`config.mk`:
```
export PLATFORM = sky130hd
export DESIGN_NAME = down_counter_8b
export DESIGN_NICKNAME = d
export VERILOG_FILES = /design/src/rtl/down_counter_8b_pkg.sv /design/src/rtl/down_counter_4b.sv /design/src/rtl/down_counter_8b.sv
export SDC_FILE = /design/constraint.sdc
export NUM_CORES = 1
export LEC_CHECK = 0
export BUFFER_PORTS_ARGS = -buffer_cell sky130_fd_sc_hd__buf_4
export CAP_MARGIN = 20
export CELL_PAD_IN_SITES_DETAIL_PLACEMENT = 2
export CELL_PAD_IN_SITES_GLOBAL_PLACEMENT = 2
export CORE_MARGIN = 5
export CORE_UTILIZATION = 23
export DETAILED_ROUTE_END_ITERATION = 8
export GPL_TIMING_DRIVEN = 0
export HOLD_SLACK_MARGIN = 0.06
export PLACE_DENSITY = 0.76
export REMOVE_ABC_BUFFERS = 1
export SKIP_LAST_GASP = 1
export SLEW_MARGIN = 20
export SYNTH_ARGS = -nofsm -noshare
export SYNTH_HDL_FRONTEND = slang
export SYNTH_HIERARCHICAL = 1
export SYNTH_SLANG_ARGS = --single-unit
```
`constraint.sdc`:
```
create_clock -name clk -period 1.6 [get_ports clk]
set_clock_uncertainty 0.1 [all_clocks]
set_input_delay 0.08 -clock clk [delete_from_list [all_inputs] [get_ports clk]]
set_output_delay 0.08 -clock clk [all_outputs]
set_load 0.01 [all_outputs]
```
`src/rtl/down_counter_8b_pkg.sv`:
```
// Shared control definitions for the 8-bit loadable down-counter: state encoding and
// default geometry.
package down_counter_8b_pkg;

    localparam int unsigned WIDTH_DEF = 8;
    localparam int unsigned NIB_W_DEF = 4;

    typedef enum logic [1:0] {
        StIdle    = 2'd0,
        StRun     = 2'd1,
        StExpired = 2'd2
    } state_e;

endpackage

```
`src/rtl/down_counter_4b.sv`:
```
// Loadable nibble down-counter slice. Its borrow flags a zero count with t_en high so
// that slices can be cascaded.
module down_counter_4b #(
    parameter int unsigned NIB_W = 4
) (
    input  logic             clk,
    input  logic             rst,
    input  logic             ld_n,
    input  logic             p_en,
    input  logic             t_en,
    input  logic [NIB_W-1:0] data_in,
    output logic [NIB_W-1:0] data_out,
    output logic             borrow_out
);

    logic [NIB_W-1:0] cnt_d, cnt_q;

    always_comb begin
        cnt_d = cnt_q;
        if (!ld_n) begin
            cnt_d = data_in;
        end else if (p_en && t_en) begin
            cnt_d = cnt_q - NIB_W'(1);
        end
    end

    always_ff @(posedge clk) begin
        if (rst) begin
            cnt_q <= '0;
        end else begin
            cnt_q <= cnt_d;
        end
    end

    assign data_out   = cnt_q;
    assign borrow_out = (cnt_q == '0) && t_en;

endmodule

```
`src/rtl/down_counter_8b.sv`:
```
// Loadable down-counter timer built from cascaded nibble slices plus a run/expire FSM.
// Define DOWN_COUNTER_AUTORELOAD_EN for periodic operation (reload on expiry).
module down_counter_8b
    import down_counter_8b_pkg::*;
#(
    parameter int unsigned WIDTH = WIDTH_DEF,
    parameter int unsigned NIB_W = NIB_W_DEF
) (
    input  logic             clk,
    input  logic             rst,
    input  logic             ld_n,
    input  logic             p_en,
    input  logic             t_en,
    input  logic [WIDTH-1:0] data_in,
    output logic [WIDTH-1:0] data_out,
    output logic             busy,
    output logic             done,
    output logic             borrow_out
);

    localparam int unsigned NumNib = WIDTH / NIB_W;

    state_e             state_d, state_q;
    logic               done_d, done_q;
    logic               run, cnt, expire;
    logic               nib_ld_n;
    logic [WIDTH-1:0]   nib_ld_val;
    logic [NumNib-1:0]  nib_borrow;

    assign run    = (state_q == StRun);
    assign cnt    = p_en && t_en && run && ld_n;
    assign expire = cnt && (data_out == WIDTH'(1));

`ifdef DOWN_COUNTER_AUTORELOAD_EN
    logic [WIDTH-1:0] reload_q;

    always_ff @(posedge clk) begin
        if (rst) begin
            reload_q <= '0;
        end else if (!ld_n) begin
            reload_q <= data_in;
        end
    end

    // Expiry reuses the slices' load path to jump back to the reload value.
    assign nib_ld_n   = ld_n && !expire;
    assign nib_ld_val = ld_n ? reload_q : data_in;
`else
    assign nib_ld_n   = ld_n;
    assign nib_ld_val = data_in;
`endif

    // Every slice is enabled by cnt; a higher slice additionally needs the borrow of the
    // slice below, so the chain's final borrow is exactly (data_out == 0) && t_en.
    for (genvar i = 0; i < NumNib; i++) begin : g_nib
        logic nib_t_en;
        if (i == 0) begin : g_lsb
            assign nib_t_en = t_en;
        end else begin : g_upper
            assign nib_t_en = nib_borrow[i-1];
        end

        down_counter_4b #(
            .NIB_W (NIB_W)
        ) u_nib (
            .clk        (clk),
            .rst        (rst),
            .ld_n       (nib_ld_n),
            .p_en       (cnt),
            .t_en       (nib_t_en),
            .data_in    (nib_ld_val[i*NIB_W +: NIB_W]),
            .data_out   (data_out[i*NIB_W +: NIB_W]),
            .borrow_out (nib_borrow[i])
        );
    end

    always_comb begin
        state_d = state_q;
        done_d  = 1'b0;
        if (!ld_n) begin
            state_d = (data_in != '0) ? StRun : StIdle;
        end else if (expire) begin
            done_d  = 1'b1;
`ifdef DOWN_COUNTER_AUTORELOAD_EN
            state_d = StRun;
`else
            state_d = StExpired;
`endif
        end
    end

    always_ff @(posedge clk) begin
        if (rst) begin
            state_q <= StIdle;
            done_q  <= 1'b0;
        end else begin
            state_q <= state_d;
            done_q  <= done_d;
        end
    end

    assign busy       = run;
    assign done       = done_q;
    assign borrow_out = nib_borrow[NumNib-1];

endmodule

```
==> flow_summary.yaml, run 1 <==
final_layout:
  final_cell_mix: "31 x buf_4, 14 x dlygate4sd3_1, 9 x dfxtp_1"
  n_antenna_cell: 0
  fillers: 295
  final_nets: 141
  drive_above_1_share: 0.4634
  area_delta_synth_final_pct: 85.26
  final_cell_area_um2: 1164
  regArea_um2: 227.7
  multiInputGateArea_um2: 462.9
  final_core_util: 0.4332
  layout_commonest_cell: "buf_4"
drt:
  via_per_inst: 5.149
  drt-initial-drc-count: 7
  first_pass_iters: 4
  ant_nets: 0
  wl_um: 3240
  drc: 0
  wl_per_cell_um: 21.04
  via_count: 793
worst_setup_path:
  path_max_fanout: 2
  path_class: "flip-flop to flip-flop"
  slowest_stage: "or3_1"
  critPathBufInv: 1
  cpLargestDelayFamily: "simple AND/OR/NAND/NOR gates"
  r2r_setup_slack_ns: -0.12
  cp_data_required_time_ns: 1.70
  end_kind: "flip-flop"
  critical_path_arrival_ns: 1.82
  cpPeakStageDelay_ns: 0.37
  startpoint_type: "flip-flop"
  cp_cell_sequence: "inv_4, ha_4, nand2_4, nor3_4, nand2_2, or3_1, a311oi_2"
synthesis:
  ys_ff_latch: 11
  syn_avg_cell_area_um2: 8.375
  syn_inst: 75
  synth_area_leaders: "dfxtp_1 35%, ha_1 8.0%, a211oi_1 6.0%, nand3_1 4.8%, nor2_1 4.2%"
  yosysTopAreaCellShare: 0.3506
  async_flop_share: 0
  synth-edff-count: 0
  yosysTopAreaCell: "dfxtp_1"
  synth_ff_type: "dfxtp_1"
  ys_seq_area_frac: 0.3506
  syn_area_um2: 628.1
  synth.distinct_cells: 25
  yosysWarnings: 6
sta:
  timing.final.crit_share: 1.077
  finalSetupViolations: 4
  max_freq_mhz: 580.4
  worstMarginPinSlew_ns: 0.4028
  hold_viol_final: 0
  drv_slew: 0
  post-route-min-period_ns: 1.723
  timing.final.ws_setup_ns: -0.1228
  rsz0062_at_grt: "yes"
  maxSlewHeadroom: 0.7290
flow_run:
  maxCapViolations: 0
floorplanning:
  io_pins: 24
  die_y_um: 62.26
  dieArea_um2: 3876
  core_um2: 2686
  rows: 19
  start_util: 0.2338
  die_w_um: 62.26
global_routing:
  grt_start_max_net_pins: 15
  grt_first_pass_wirelength_um: 4705
  grt.total_usage: 0.1569
  grt_pass1_vias: 851
  antenna_found_initial: 0
  overflow: 0
status:
  violations: "negative setup slack"
  status: "complete, but fails checks"
pwr:
  ir_drop_v: 0.0004936
  power.density_nw_per_um2: 657.8
  p_leak_nw: 0.4959
placed_design:
  gp_congestion: 0.8179
  numPortBuffers: 23
  hpwl_um: 1690
  pre_cts_slack_ns: -0.5402
  placed_area_um2: 832.0
cts:
  cts_tree: "done"
  clockBufferDepth: 2
  clk_latency_ns: 0.29
  clockRootBuffer: "clkbuf_4"
  cts_buffers: 3
  cts_sinks: 11
  clkTransAtPathRegs_ns: 0.08
  htree_levels: 1
min_path:
  hold_path_class: "primary input to flip-flop"
-- stage by stage --
stage	hold slack, ns	power [mW]	TNS, ns	std cells
final	0.06537	0.7654	-0.3905	154
after global routing	0.1058	0.8069	-0.6908	154
after global placement	0.2619	0.4562	-1.092	127
after floorplan	0.04907	0.3774	-0.3266	73
after detailed placement	0.2700	0.4651	-1.532	127
after CTS	0.06025	0.7304	-0.3004	150
-- cells in the mapped netlist (3+ instances only) --
cell / number
nand2_1: 5
a211oi_1: 5
inv_1: 5
or3_1: 4
nor2_1: 7
ha_1: 4
dfxtp_1: 11
nand3_1: 6
a21oi_1: 3
-- worst min-delay path: stages --
cell and delay, ns:
buf_4 0.16, nor2_1 0.11, a211oi_1 0.05
-- power by group --
| group | switching [mW] | internal, mW |
|---|---|---|
| Clock | 0.115 | 0.0972 |
| Sequential | 0.0251 | 0.288 |
| Combinational | 0.113 | 0.127 |
-- per-layer routing --
metal,global-route usage,routed length [µm],share of wire,vias to the layer above
met5,0,0,0,-
met4,0.04775,63,0.019,0
met3,0.04144,117,0.036,6
met2,0.2824,1684,0.52,32
met1,0.1785,1375,0.42,389
li1,-,-,-,366
-- worst paths after layout --
kind                                                  from                    endpoint  cells after the start
worst max-delay path            g_nib[0].u_nib/data_out[1]  g_nib[1].u_nib/data_out[3]                      7
worst min-delay path                                  ld_n  g_nib[1].u_nib/data_out[2]                      3
worst min register to register                  state_q[1]                  state_q[1]                      2
worst max register to register  g_nib[0].u_nib/data_out[1]  g_nib[1].u_nib/data_out[3]                      7
-- flip-flops by register name, indices dropped and copies added, names as in the netlist --
name / flops
state_q: 2
done: 1
g_nib.u_nib/data_out: 8
-- kinds of logic after synthesis --
group,share of synthesized area
AO/OA/AOI/OAI,0.1713
adder cells (fa/ha/maj),0.07968
buffers and inverters,0.04184
XOR/XNOR,0.05579
AND/OR/NAND/NOR,0.3008
flip-flops,0.3506
-- final cells by class --
cell class | instances | share of cell area
clock buffer | 4 | 0.02258
inverter | 5 | 0.02043
multi-input combinational | 57 | 0.3978
sequential | 11 | 0.1957
tap | 31 | 0.03333
timing repair buffer | 46 | 0.3301
-- timing repair --
item	CTS	global route
hold endpoints to repair	10	1
endpoints found under the setup margin	7	7
hold buffers	12	2
buffers inserted	7	2
pin swaps	4	5
gates resized for setup	20	8
Power figures use the tool's default switching activity.
==> run 2: changes to the inputs <==
- ABC_AREA: unset -> 1
- CORE_UTILIZATION: 23 -> 22
- HOLD_SLACK_MARGIN: 0.06 -> 0.05
==> run 2 against run 1 <==
Net effect: the run now ends clean; critical endpoint is now borrow_out; synthesized cell count increased by 56%; clock power is 4% lower; sequential cell count did not move.
==> flow_summary.yaml, run 2 <==
drt:
  first_pass_iters: 3
  ant_nets: 0
  via_per_inst: 4.255
  wl_um: 2576
  wl_per_cell_um: 12.88
  drt-initial-drc-count: 23
  via_count: 851
  drc: 0
synthesis:
  synth-edff-count: 0
  netlist_top_cells_count: "27 x nand2_1, 22 x inv_1, 19 x nor2_1, 11 x dfxtp_1"
  syn_avg_cell_area_um2: 6.277
  synth_compound_area_frac: 0.1346
  syn_area_um2: 734.5
  synth_fa_ha_area_frac: 0.06814
  synth_area_leaders: "dfxtp_1 30%, nand2_1 14%, inv_1 11%, nor2_1 9.7%, ha_1 6.8%"
  ys_seq_area_frac: 0.2998
  yosysTopAreaCellShare: 0.2998
  async_flop_share: 0
  syn_inst: 117
  synth_top_family_by_area: "simple AND/OR/NAND/NOR gates"
  synth_ff_type: "dfxtp_1"
  synthSimpleGateAreaFrac: 0.3509
  yosysWarnings: 6
  synth_most_common_cell: "nand2_1"
  synth.distinct_cells: 18
  muxShareOfSynthArea: 0
  ys_ff_latch: 11
  yosysTopAreaCell: "dfxtp_1"
  synth_xor_area_frac: 0.02385
final_layout:
  n_antenna_cell: 0
  final_cell_mix: "28 x buf_4, 26 x nand2_1, 19 x inv_1, 19 x nor2_1, 9 x dfxtp_1"
  fillers: 396
  final_cell_area_um2: 1122
  largest_reg_flops: 8
  layout_commonest_cell: "buf_4"
  area_delta_synth_final_pct: 52.81
  final_nets: 172
  drive_above_1_share: 0.3247
  final_core_util: 0.3417
floorplanning:
  core_um2: 3284
  io_pins: 24
  dieArea_um2: 4594
  die_y_um: 67.78
  die_w_um: 67.78
  rows: 21
  start_util: 0.2236
worst_setup_path:
  cp_data_required_time_ns: 1.42
  end_kind: "output port"
  path_class: "flip-flop to output port"
  startpoint_type: "flip-flop"
  path_max_fanout: 2
  critical_path_arrival_ns: 1.34
  reg2regPathDepth: 11
min_path:
  hold_path_class: "primary input to flip-flop"
  whs_path_depth: 2
sta:
  worstMarginPinSlew_ns: 0.3256
  timing.final.crit_share: 0.9512
  max_freq_mhz: 657.1
  drv_slew: 0
  hold_viol_final: 0
  maxSlewHeadroom: 0.7826
  post-route-min-period_ns: 1.522
  finalSetupViolations: 0
  rsz0062_at_grt: "yes"
placed_design:
  placed_area_um2: 964.7
  hpwl_um: 1961
  numPortBuffers: 23
  gp_congestion: 0.7686
pwr:
  power.density_nw_per_um2: 669.6
  p_leak_nw: 0.5501
  ir_drop_v: 0.0001789
cts:
  clkTransAtPathRegs_ns: 0.08
  clk_latency_ns: 0.28
  cts_sinks: 11
  cts_tree: "done"
  clockRootBuffer: "clkbuf_4"
  cts_buffers: 3
  htree_levels: 1
  clockBufferDepth: 2
global_routing:
  grt.total_usage: 0.1311
  grt_pass1_vias: 955
  grt_first_pass_wirelength_um: 4402
  antenna_found_initial: 0
  grt_start_max_net_pins: 19
  overflow: 0
status:
  status: "finished clean"
flow_run:
  maxCapViolations: 0
[run 2: changes by cell type after synthesis, moves of 4 or more]
cell	before	now
nor2_1	7	19
nand2_1	5	27
or3_1	4	0
o21ai_1	0	6
inv_1	5	22
a211oi_1	5	0
[run 2: per-layer routing]
layer | vias up | track usage | share of wire | routed length (µm)
li1 | 431 | - | - | -
met1 | 393 | 0.1500 | 0.45 | 1151
met3 | 5 | 0.02329 | 0.051 | 131
met5 | - | 0 | 0 | 0
met2 | 22 | 0.2382 | 0.48 | 1247
met4 | 0 | 0.05211 | 0.017 | 45
[run 2: power breakdown]
part           switching [mW]  total, mW  internal (mW)
Clock                   0.106      0.203         0.0967
Combinational           0.118      0.232          0.114
Sequential             0.0259      0.317          0.291
Total                   0.250      0.752          0.502
[run 2: layout make-up]
class / instances / area, µm² / area share
timing repair buffer: 33 / 260.3 / 0.2319
sequential: 11 / 225.2 / 0.2007
inverter: 24 / 92.59 / 0.08250
clock buffer: 4 / 26.28 / 0.02341
multi-input combinational: 82 / 460.4 / 0.4103
tap: 46 / 57.56 / 0.05128
[run 2: logic make-up (layout without fill, tap and decap cells)]
kind of cell / after synthesis / count (layout)
compound gates: 17 / 17
xor+xnor: 2 / 2
simple gates: 59 / 59
buf+inv: 24 / 61
fa+ha+maj: 4 / 4
flops: 11 / 11
[run 2: metrics by stage]
| stage | total power [mW] | hold slack, ns | instances | setup TNS (ns) | setup WS [ns] |
|---|---|---|---|---|---|
| floorplan | 0.4181 | 0.04244 | 117 | 0 | 0.05714 |
| CTS | 0.7641 | 0.05438 | 199 | -0.07724 | -0.07724 |
| finish | 0.7515 | 0.06549 | 200 | 0 | 0.07815 |
| detailed placement | 0.5168 | 0.2471 | 186 | -0.3496 | -0.1871 |
| global placement | 0.5045 | 0.2379 | 186 | -0.1772 | -0.1303 |
| global route | 0.8165 | 0.08202 | 200 | -0.05249 | -0.04647 |
[run 2: final timing paths]
kind / startpoint / endpoint / slack (ns)
min: ld_n / g_nib[0].u_nib/data_out[0] / 0.07
max reg2reg: g_nib[0].u_nib/data_out[0] / g_nib[1].u_nib/data_out[2] / 0.14
max: g_nib[0].u_nib/data_out[0] / borrow_out / 0.08
min reg2reg: state_q[0] / state_q[0] / 0.38
[run 2: worst max-delay path, cell delays in order (launching register included)]
cell and delay, ns:
dfxtp_4 0.36, inv_4 0.06, ha_4 0.13, nand2_4 0.05, nor3_4 0.12, nand2_1 0.08
nor3_2 0.13, buf_4 0.15
[run 2: repair_timing]
action | 4_1_cts | 5_1_grt
endpoints found under the setup margin | 4 | 3
gates resized for setup | 11 | 3
hold buffers | 5 | 0
buffers inserted | 4 | 1
endpoints found under the hold margin | 8 | 0
pin swaps | 5 | 3
gates cloned | 0 | 0
==> run 3: changes to the inputs <==
- CORE_ASPECT_RATIO: unset -> 1.5
==> run 3 against run 2 <==
Net effect: combinational power grew 2%; sequential cell count unchanged; first-iteration DRC count decreased by 30%; clock-buffer cell count is the same; sequential share of layout area decreased by 0.39 points; cell area grew 2.0%.
==> flow_summary.yaml, run 3 (synthesized netlist as in run 2, its figures left out) <==
status:
  status: "finished clean"
flow_run:
  maxCapViolations: 0
cts:
  htree_levels: 1
  clkTransAtPathRegs_ns: 0.06
  clockRootBuffer: "clkbuf_8"
  cts_tree: "done"
  clockBufferDepth: 2
  cts_sinks: 11
  cts_buffers: 3
  clk_latency_ns: 0.24
worst_setup_path:
  cp_data_required_time_ns: 1.42
  startpoint_type: "flip-flop"
  critical_path_arrival_ns: 1.34
  end_kind: "output port"
  path_class: "flip-flop to output port"
  path_max_fanout: 2
sta:
  worstMarginPinSlew_ns: 0.3129
  max_freq_mhz: 659.7
  maxSlewHeadroom: 0.7911
  rsz0062_at_grt: "yes"
  timing.final.crit_share: 0.9474
  timing.final.ws_setup_ns: 0.08416
  finalSetupViolations: 0
  post-route-min-period_ns: 1.516
  drv_slew: 0
  hold_viol_final: 0
placed_design:
  gp_congestion: 0.7147
  numPortBuffers: 23
  placed_area_um2: 957.2
  hpwl_um: 1932
  pre_cts_slack_ns: -0.2347
drt:
  drt-initial-drc-count: 16
  via_count: 866
  wl_um: 2705
  drc: 0
  first_pass_iters: 2
  wl_per_cell_um: 13.94
  via_per_inst: 4.464
  ant_nets: 0
floorplanning:
  die_y_um: 80.77
  io_pins: 24
  core_um2: 3191
  rows: 25
  die_w_um: 57.18
  dieArea_um2: 4618
  start_util: 0.2302
pwr:
  power.total_uw: 840.5
  p_leak_nw: 0.5600
  power.density_nw_per_um2: 734.2
  ir_drop_v: 0.0003008
final_layout:
  n_antenna_cell: 0
  drive_above_1_share: 0.3766
  final_cell_mix: "30 x buf_4, 22 x nand2_1, 19 x inv_1"
  layout_commonest_cell: "buf_4"
  fillers: 405
  final_cell_area_um2: 1145
  multiInputGateArea_um2: 476.7
  final_core_util: 0.3588
  regArea_um2: 225.2
  largest_reg_flops: 8
  area_delta_synth_final_pct: 55.88
  final_nets: 172
global_routing:
  grt_pass1_vias: 1006
  antenna_found_initial: 0
  grt_start_max_net_pins: 19
  grt_first_pass_wirelength_um: 4498
  grt.total_usage: 0.1234
  overflow: 0
min_path:
  hold_path_class: "primary input to flip-flop"
-- run 3: cell types whose count changed in the layout (fill, tap and decap cells not counted), sizes merged --
cell / delta
dlygate4sd3: -2
buf: +2
-- run 3: timing repair --
item | 4_1_cts | 5_1_grt
resized for setup | 16 | 4
hold endpoints to repair | 6 | 0
hold buffers | 3 | 0
endpoints found under the setup margin | 4 | 3
buffers inserted | 6 | 1
pin swaps | 8 | 7
-- run 3: layer usage --
metal,track usage,routed length [µm],up-vias
li1,-,-,431
met1,0.1196,1034,420
met2,0.2632,1579,13
met3,0.01749,76,2
met4,0.02784,14,0
met5,0,0,-
-- run 3: cell type report --
cell class | instances | area share
Tap cell | 40 | 0.04372
Clock buffer | 4 | 0.03934
Sequential cell | 11 | 0.1967
Timing Repair Buffer | 33 | 0.2230
Inverter | 24 | 0.08087
Multi-Input combinational cell | 82 | 0.4164
-- run 3: critical path, cell delays in order, from the launching register on --
cell and delay, ns:
dfxtp_4 0.36, inv_4 0.06, ha_4 0.14, nand2_4 0.05, nor3_4 0.14, nand2_1 0.10, nor3_2 0.12, buf_4 0.14
-- run 3: stage by stage --
step	cells	TNS [ns]	hold WS (ns)
after floorplan	117	0	0.04244
after global placement	180	-0.2092	0.2350
after detailed placement	180	-0.4190	0.2390
after CTS	193	-0.002994	0.08681
after global routing	194	-0.03030	0.09603
final	194	0	0.07831
-- run 3: worst paths after layout --
check,from,slack [ns],to,cells past startpoint
max,g_nib[0].u_nib/data_out[0],0.08,borrow_out,7
max reg2reg,g_nib[0].u_nib/data_out[0],0.10,g_nib[1].u_nib/data_out[2],11
min,data_in[2],0.08,g_nib[0].u_nib/data_out[2],5
min reg2reg,state_q[1],0.38,state_q[1],2
-- run 3: power breakdown --
part           total, mW  internal [mW]  leakage, nW  switching [mW]
Combinational      0.237          0.114        0.445           0.123
Sequential         0.319          0.292       0.0918          0.0269
Clock              0.285          0.175       0.0228           0.110
